--- src/rtl/ttm4_prog_mem_if.sv ---
// rtl/ttm4_prog_mem_if.sv - fetch and byte-loader bus of the TTM4 program memory
interface ttm4_prog_mem_if #(
  parameter int ADDR_W = 8
);
  // Fetch side (CPU sequencer)
  logic              FETCH_REQ;
  logic [ADDR_W-1:0] FETCH_ADD;
  logic              FETCH_VLD;
  logic [15:0]       WORD;
  logic [3:0]        IM;
  logic [2:0]        LR;
  logic [2:0]        SR;
  logic [4:0]        OP;
  // Load side (host byte source)
  logic              LD_START;
  logic [ADDR_W-1:0] LD_BASE;
  logic [ADDR_W-1:0] LD_LAST;
  logic [7:0]        LD_BYTE;
  logic              LD_STB;
  logic              LD_BUSY;
  logic              LD_DONE;
  logic              LD_ERR;

  modport master (
    output FETCH_REQ, FETCH_ADD, LD_START, LD_BASE, LD_LAST, LD_BYTE, LD_STB,
    input  FETCH_VLD, WORD, IM, LR, SR, OP, LD_BUSY, LD_DONE, LD_ERR
  );

  modport slave (
    input  FETCH_REQ, FETCH_ADD, LD_START, LD_BASE, LD_LAST, LD_BYTE, LD_STB,
    output FETCH_VLD, WORD, IM, LR, SR, OP, LD_BUSY, LD_DONE, LD_ERR
  );
endinterface

--- src/rtl/ttm4_prog_mem.sv ---
// rtl/ttm4_prog_mem.sv - loadable TTM4 program memory with field decode; PMEM_PARITY_EN enables load parity check
module ttm4_prog_mem #(
  parameter int ADDR_W = 8
) (
  input logic          CLK,
  input logic          RST,
  ttm4_prog_mem_if.slave bus
);

  localparam int DEPTH = 1 << ADDR_W;

  typedef enum logic [1:0] {
    ST_IDLE = 2'd0,
    ST_LO   = 2'd1,
    ST_HI   = 2'd2
  } ld_state_t;

  ld_state_t         state_q, state_n;
  logic [ADDR_W-1:0] ptr_q, ptr_n;
  logic [7:0]        lo_q, lo_n;
  logic              busy_q, busy_n;
  logic              done_q, done_n;
  logic              hi_stb;
  logic              par_ok;
  logic              we;

  logic [15:0]       mem [0:DEPTH-1];
  logic [15:0]       word_q;
  logic              vld_q;

`ifdef PMEM_PARITY_EN
  // Host sets WORD[15] to the XOR of WORD[14:0]; lo_q holds WORD[7:0].
  assign par_ok = (bus.LD_BYTE[7] == ^{bus.LD_BYTE[6:0], lo_q});
`else
  assign par_ok = 1'b1;
`endif

  assign we = hi_stb & par_ok;

  // Loader state, pointer, assembled low byte and load status flags
  always_ff @(posedge CLK or posedge RST) begin
    if (RST) begin
      state_q <= ST_IDLE;
      ptr_q   <= '0;
      lo_q    <= '0;
      busy_q  <= 1'b0;
      done_q  <= 1'b0;
    end else begin
      state_q <= state_n;
      ptr_q   <= ptr_n;
      lo_q    <= lo_n;
      busy_q  <= busy_n;
      done_q  <= done_n;
    end
  end

  // Loader next state: LD_START wins over everything, including a same-cycle byte
  always_comb begin
    state_n = state_q;
    ptr_n   = ptr_q;
    lo_n    = lo_q;
    busy_n  = busy_q;
    done_n  = 1'b0;
    hi_stb  = 1'b0;
    if (bus.LD_START) begin
      state_n = ST_LO;
      ptr_n   = bus.LD_BASE;
      busy_n  = 1'b1;
    end else begin
      case (state_q)
        ST_IDLE: begin
          state_n = ST_IDLE;
        end
        ST_LO: begin
          if (bus.LD_STB) begin
            lo_n    = bus.LD_BYTE;
            state_n = ST_HI;
          end
        end
        ST_HI: begin
          if (bus.LD_STB) begin
            hi_stb = 1'b1;
            ptr_n  = ptr_q + 1'b1;
            if (ptr_q == bus.LD_LAST) begin
              state_n = ST_IDLE;
              busy_n  = 1'b0;
              done_n  = 1'b1;
            end else begin
              state_n = ST_LO;
            end
          end
        end
        default: begin
          state_n = ST_IDLE;
        end
      endcase
    end
  end

`ifdef PMEM_PARITY_EN
  logic err_q;

  // Sticky parity error, cleared only by a new load or reset
  always_ff @(posedge CLK or posedge RST) begin
    if (RST) begin
      err_q <= 1'b0;
    end else if (bus.LD_START) begin
      err_q <= 1'b0;
    end else if (hi_stb && !par_ok) begin
      err_q <= 1'b1;
    end
  end

  assign bus.LD_ERR = err_q;
`else
  assign bus.LD_ERR = 1'b0;
`endif

  // Word write on the edge that samples the high byte; contents survive reset
  always_ff @(posedge CLK) begin
    if (we) begin
      mem[ptr_q] <= {bus.LD_BYTE, lo_q};
    end
  end

  // Registered fetch; requests arriving while a load is active are dropped
  always_ff @(posedge CLK or posedge RST) begin
    if (RST) begin
      word_q <= '0;
      vld_q  <= 1'b0;
    end else begin
      vld_q <= 1'b0;
      if (bus.FETCH_REQ && !busy_q) begin
        word_q <= mem[bus.FETCH_ADD];
        vld_q  <= 1'b1;
      end
    end
  end

  assign bus.FETCH_VLD = vld_q;
  assign bus.WORD      = word_q;
  assign bus.IM        = word_q[3:0];
  assign bus.LR        = word_q[6:4];
  assign bus.SR        = word_q[9:7];
  assign bus.OP        = word_q[14:10];
  assign bus.LD_BUSY   = busy_q;
  assign bus.LD_DONE   = done_q;

endmodule
--- src/flat_wrapper.sv ---
// flat-port wrapper written by rule: the top's interface ports become plain ports
module ttm4_prog_mem_flat 
#(
  parameter int ADDR_W = 8
)
  (CLK, RST, bus_FETCH_REQ, bus_FETCH_ADD, bus_LD_START, bus_LD_BASE, bus_LD_LAST, bus_LD_BYTE, bus_LD_STB, bus_FETCH_VLD, bus_WORD, bus_IM, bus_LR, bus_SR, bus_OP, bus_LD_BUSY, bus_LD_DONE, bus_LD_ERR);
  ttm4_prog_mem_if #(.ADDR_W(ADDR_W)) bus_i ();
  input logic CLK;
  input logic RST;
  input wire logic [$bits(bus_i.FETCH_REQ)-1:0] bus_FETCH_REQ;
  input wire logic [$bits(bus_i.FETCH_ADD)-1:0] bus_FETCH_ADD;
  input wire logic [$bits(bus_i.LD_START)-1:0] bus_LD_START;
  input wire logic [$bits(bus_i.LD_BASE)-1:0] bus_LD_BASE;
  input wire logic [$bits(bus_i.LD_LAST)-1:0] bus_LD_LAST;
  input wire logic [$bits(bus_i.LD_BYTE)-1:0] bus_LD_BYTE;
  input wire logic [$bits(bus_i.LD_STB)-1:0] bus_LD_STB;
  output wire logic [$bits(bus_i.FETCH_VLD)-1:0] bus_FETCH_VLD;
  output wire logic [$bits(bus_i.WORD)-1:0] bus_WORD;
  output wire logic [$bits(bus_i.IM)-1:0] bus_IM;
  output wire logic [$bits(bus_i.LR)-1:0] bus_LR;
  output wire logic [$bits(bus_i.SR)-1:0] bus_SR;
  output wire logic [$bits(bus_i.OP)-1:0] bus_OP;
  output wire logic [$bits(bus_i.LD_BUSY)-1:0] bus_LD_BUSY;
  output wire logic [$bits(bus_i.LD_DONE)-1:0] bus_LD_DONE;
  output wire logic [$bits(bus_i.LD_ERR)-1:0] bus_LD_ERR;
  assign bus_i.FETCH_REQ = bus_FETCH_REQ;
  assign bus_i.FETCH_ADD = bus_FETCH_ADD;
  assign bus_i.LD_START = bus_LD_START;
  assign bus_i.LD_BASE = bus_LD_BASE;
  assign bus_i.LD_LAST = bus_LD_LAST;
  assign bus_i.LD_BYTE = bus_LD_BYTE;
  assign bus_i.LD_STB = bus_LD_STB;
  assign bus_FETCH_VLD = bus_i.FETCH_VLD;
  assign bus_WORD = bus_i.WORD;
  assign bus_IM = bus_i.IM;
  assign bus_LR = bus_i.LR;
  assign bus_SR = bus_i.SR;
  assign bus_OP = bus_i.OP;
  assign bus_LD_BUSY = bus_i.LD_BUSY;
  assign bus_LD_DONE = bus_i.LD_DONE;
  assign bus_LD_ERR = bus_i.LD_ERR;
  ttm4_prog_mem #(.ADDR_W(ADDR_W)) u_core (.CLK(CLK), .RST(RST), .bus(bus_i));
endmodule
--- config.mk ---
export PLATFORM = sky130hd
export DESIGN_NAME = ttm4_prog_mem_flat
export DESIGN_NICKNAME = d
export VERILOG_FILES = /design/src/rtl/ttm4_prog_mem_if.sv /design/src/rtl/ttm4_prog_mem.sv /design/src/flat_wrapper.sv
export SDC_FILE = /design/constraint.sdc
export NUM_CORES = 2
export LEC_CHECK = 0
export ABC_CLOCK_PERIOD_IN_PS = 10400
export CAP_MARGIN = 10
export CORE_ASPECT_RATIO = 0.6
export CORE_MARGIN = 3
export CORE_UTILIZATION = 34
export CTS_BUF_LIST = sky130_fd_sc_hd__clkbuf_4
export DETAILED_ROUTE_END_ITERATION = 6
export HOLD_SLACK_MARGIN = 0.06
export PLACE_DENSITY_LB_ADDON = 0.3
export SYNTH_ARGS = -nofsm -noshare
export SYNTH_HDL_FRONTEND = slang
export SYNTH_SLANG_ARGS = --single-unit
--- constraint.sdc ---
create_clock -name CLK -period 10.4 [get_ports CLK]
set_input_delay 1.04 -clock CLK [delete_from_list [all_inputs] [get_ports CLK]]
set_output_delay 1.04 -clock CLK [all_outputs]
set_load 0.02 [all_outputs]
==> results.md <==
- sky130_fd_sc_hd__clkbuf_4 — master cell of the clock root buffer
- 6.27 ns — critical path data arrival time
- 529 mm — aggregate routed wire length
- 2 — Worst Hold Depth
- 891 microns — chip width
- 0.00895 — Async S/R FF share, synth
- 55 — initial antenna violation count
- 0.903 — Routability Congestion
- 6 — H-tree depth
- 7 — first-pass iteration count of the detailed router
- finished clean — status
- u_core.state_q[1] — startpoint of the worst register-to-register path
- 189 nW/um^2 — power density over the cells
- sky130_fd_sc_hd__edfxtp_1 — most used flip-flop cell after synthesis
- 181 — pin count of the biggest net entering global routing
- 0 — endpoints failing hold
- 478000 sq um — Die ar.
- 0 ns — final setup TNS
- 5.71 — via count normalized by instance count
- 0 — Max-cap violations
- 537 microns — die height
- 42100 — number of inserted filler cells in the final layout
- 1.55 ns — clock latency on the worst-skew pair
- 8532 — number of nets in the finished design
- 0.0390 — relative max-transition margin
- 74 — synth unique cells
- 57.4 nW — leakage power
- 209 MHz — maximum clock frequency
- input port to register — Critical Setup Path Class
- input port — type of element launching the critical path
- 0.07 ns — clock-pin transition on the worst setup and hold timing paths
- 70 — I/O Buffers
- 0 — number of gates resized after CTS
- 0 — Final ANT Viol Nets
- 124000 sq um — total area of sequential cells
- 13.4% — Area growth syn-to-layout
- 17 — hold buffer count at cts
- 13800 — cell total after placement
- 0.776 — fraction of the yosys area taken by sequential cells
- 715 mm — wire length of the first global-routing pass
- 160000 sq um — netlist area before placement
- 4 — largest buffer count on any clock path
- 15500 — filler-free cell count of the finished design
- 194 — row count
- 34.2 microns — routed wire length per instance
- 0 — Post CTS Setup Buffer Count
- register — capturing element type of the critical path
- 890 — clock buffers created by TritonCTS
- false — unrepaired setup endpoints after global routing
- 4096 — EDFF count, synth
- 7554 — Gate Count Post-Synth
- yes — clock tree from TritonCTS
- 0.214 — overall track demand over capacity in global routing
- 0 — final count of negative-setup-slack endpoints
- 0.313 — fraction of final layout cells sized beyond drive strength 1
- 467000 sq um — placeable core region
- 88300 — number of vias in the routed layout
- 11.88 ns — worst path required time
- 33100 sq um — area of the multi-input gates
- 0.461 — ratio of final minimum period to clock period
- 0 — Synthesis Warnings
- 21.1 sq um — synthesized area divided by synthesized cell count
- bus_FETCH_ADD[6] — worst setup path start
- 6 — number of cells on the worst reg-to-reg path
- 4133 — post-synthesis sequential element count
- 0.342 — effective utilization at floorplan
- 34.2 mW — post-layout total power
- 0.146 ns — final setup skew
- sky130_fd_sc_hd__edfxtp_1 — cell taking the most area after synthesis
- 5.80 ns — setup slack of the most critical reg-to-reg path
- 0.771 — Yosys top cell area share
- 7595 — net count after synthesis
- input port to register — classification of the worst-slack hold path
- 15300 — detailed router's first-iteration violation count
- 1.41 ns — Worst-Margin Slew
- 0 — global route overflow
- 0 — DRC
- 4.79 ns — minimum clock period after layout
- 72 — number of I/O pins
- 0 — Max Transition Viols Final
- sky130_fd_sc_hd__edfxtp_1 (77%), sky130_fd_sc_hd__mux4_2 (11%), sky130_fd_sc_hd__mux2i_1 (3.3%) — cells taking the most area after synthesis
- 0.124 mV — Max VDD drop
- 84200 — via count of the first global-routing pass
- bus_LD_STB — launch instance of the worst min-delay path
- 331 mm — total half-perimeter wirelength after legalization and detailed placement
- 18 — maximum fanout along the worst path
- 4133 — CTS sink cnt
-- synthesized netlist by cell type (7+ instances only) --
master and n:
sky130_fd_sc_hd__a211oi_1 61, sky130_fd_sc_hd__mux2_2 18, sky130_fd_sc_hd__nand2_1 205, sky130_fd_sc_hd__clkbuf_1 159, sky130_fd_sc_hd__buf_1 24, sky130_fd_sc_hd__a221o_1 8, sky130_fd_sc_hd__a21oi_1 84, sky130_fd_sc_hd__nor4_1 18
sky130_fd_sc_hd__mux4_2 793, sky130_fd_sc_hd__a31oi_1 29, sky130_fd_sc_hd__buf_2 107, sky130_fd_sc_hd__nor3_1 48, sky130_fd_sc_hd__a32oi_1 8, sky130_fd_sc_hd__a22o_1 8, sky130_fd_sc_hd__buf_8 28, sky130_fd_sc_hd__o221ai_1 83
sky130_fd_sc_hd__a221oi_1 12, sky130_fd_sc_hd__and3_1 20, sky130_fd_sc_hd__a22oi_1 146, sky130_fd_sc_hd__o22ai_1 191, sky130_fd_sc_hd__o31ai_1 10, sky130_fd_sc_hd__o21ai_0 98, sky130_fd_sc_hd__nand2b_1 7, sky130_fd_sc_hd__and2_1 14
sky130_fd_sc_hd__dfrtp_1 37, sky130_fd_sc_hd__mux2i_1 522, sky130_fd_sc_hd__buf_12 8, sky130_fd_sc_hd__nor2_1 335, sky130_fd_sc_hd__nor2b_1 15, sky130_fd_sc_hd__nand4_1 25, sky130_fd_sc_hd__buf_6 85, sky130_fd_sc_hd__nand3_1 78
sky130_fd_sc_hd__buf_4 45, sky130_fd_sc_hd__xor2_1 10, sky130_fd_sc_hd__edfxtp_1 4096, sky130_fd_sc_hd__a2111oi_0 23
-- per-layer routing --
| metal | up-vias | part of all wire | wire [microns] | global-route usage |
|---|---|---|---|---|
| met3 | 703 | 0.16 | 86900 | 0.102 |
| met2 | 6315 | 0.39 | 206000 | 0.274 |
| li1 | 34100 | - | - | - |
| met1 | 47100 | 0.43 | 225000 | 0.325 |
| met4 | 22 | 0.020 | 10600 | 0.0498 |
| met5 | - | 0.00024 | 129 | 0 |
-- area by class of cell --
| cell class | count | area share |
|---|---|---|
| diodes | 29 | 0.000401 |
| clock buffers | 1392 | 0.0578 |
| clock inverters | 167 | 0.00557 |
| inverters | 9 | 0.000235 |
| multi-input cells | 2956 | 0.183 |
| flip-flops and latches | 4133 | 0.685 |
| well taps | 6272 | 0.0434 |
| repair buffers | 501 | 0.0244 |
-- sequential cells by signal (all words and copies together), names as in the netlist --
name,flops
u_core.state_q,2
u_core.lo_q,8
u_core.ptr_q,8
u_core.bus.WORD,16
u_core.mem,4096
u_core.bus.LD_DONE,1
u_core.bus.FETCH_VLD,1
u_core.bus.LD_BUSY,1
-- cells by family (layout without fill, tap and decap cells) --
group,Yosys count,count (layout),share of synthesized area
DFF,4133,4133,0.776
muxes,1333,1333,0.146
AOI/OAI and AO/OA,814,814,0.0352
and+or+nand+nor,789,789,0.0217
buffers and inverters,465,2069,0.0196
xor gates and xnor gates,15,15,0.000823
adders and majority gates,4,4,0.000314
other,1,30,0.0000235
-- final timing paths --
| path | end |
|---|---|
| max | u_core.bus.WORD[12] |
| min | u_core.state_q[0] |
| max reg2reg | u_core.mem[39][3] |
| min reg2reg | u_core.bus.LD_BUSY |
| max in group asynchronous | u_core.lo_q[5] |
| min in group asynchronous | u_core.lo_q[0] |
-- worst max-delay path, cell delays in order --
cell                              delay, ns
sky130_fd_sc_hd__clkdlybuf4s50_1       0.45
sky130_fd_sc_hd__buf_4                 0.46
sky130_fd_sc_hd__clkinv_1              0.88
sky130_fd_sc_hd__nand2_1               0.56
sky130_fd_sc_hd__buf_4                 0.36
sky130_fd_sc_hd__nor3_1                0.08
sky130_fd_sc_hd__a2111oi_0             0.52
sky130_fd_sc_hd__nand3_1               0.53
sky130_fd_sc_hd__a311oi_1              1.07
sky130_fd_sc_hd__a221o_1               0.26
-- placed cells by master (no fill, tap or decap), types with 20 or more instances in the layout --
| master | instances |
|---|---|
| sky130_fd_sc_hd__a211oi_1 | 58 |
| sky130_fd_sc_hd__a21oi_1 | 83 |
| sky130_fd_sc_hd__a22oi_1 | 146 |
| sky130_fd_sc_hd__a31oi_1 | 28 |
| sky130_fd_sc_hd__and3_1 | 20 |
| sky130_fd_sc_hd__buf_4 | 371 |
| sky130_fd_sc_hd__buf_8 | 20 |
| sky130_fd_sc_hd__clkbuf_4 | 1393 |
| sky130_fd_sc_hd__clkdlybuf4s50_1 | 56 |
| sky130_fd_sc_hd__clkinv_1 | 127 |
| sky130_fd_sc_hd__dfrtp_1 | 29 |
| sky130_fd_sc_hd__diode_2 | 29 |
| sky130_fd_sc_hd__edfxtp_1 | 4096 |
| sky130_fd_sc_hd__mux2i_1 | 520 |
| sky130_fd_sc_hd__mux4_2 | 793 |
| sky130_fd_sc_hd__nand2_1 | 204 |
| sky130_fd_sc_hd__nand3_1 | 71 |
| sky130_fd_sc_hd__nand4_1 | 25 |
| sky130_fd_sc_hd__nor2_1 | 199 |
| sky130_fd_sc_hd__nor2_2 | 135 |
| sky130_fd_sc_hd__nor3_1 | 43 |
| sky130_fd_sc_hd__o21ai_0 | 90 |
| sky130_fd_sc_hd__o221ai_1 | 83 |
| sky130_fd_sc_hd__o22ai_1 | 190 |
-- power by group --
part	internal, mW	total [mW]	switching [mW]	leakage, nW
logic	0.579	2.33	1.75	13.3
clock network	6.33	12.8	6.46	6.88
registers	18.8	19.0	0.218	37.3
total	25.7	34.2	8.44	57.4
-- per-stage QoR --
| step | setup slack [ns] | utilization | hold WS [ns] | instance area (sq um) |
|---|---|---|---|---|
| floorplan | 6.42 | - | 0.525 | 160000 |
| global placement | 3.47 | 0.362 | 0.538 | 169000 |
| detailed placement | 4.35 | 0.362 | 0.545 | 169000 |
| CTS | 5.88 | 0.387 | 0.129 | 181000 |
| global route | 5.73 | 0.388 | 0.220 | 181000 |
| finish | 5.61 | 0.388 | 0.281 | 181000 |
Power figures use the tool's default switching activity.
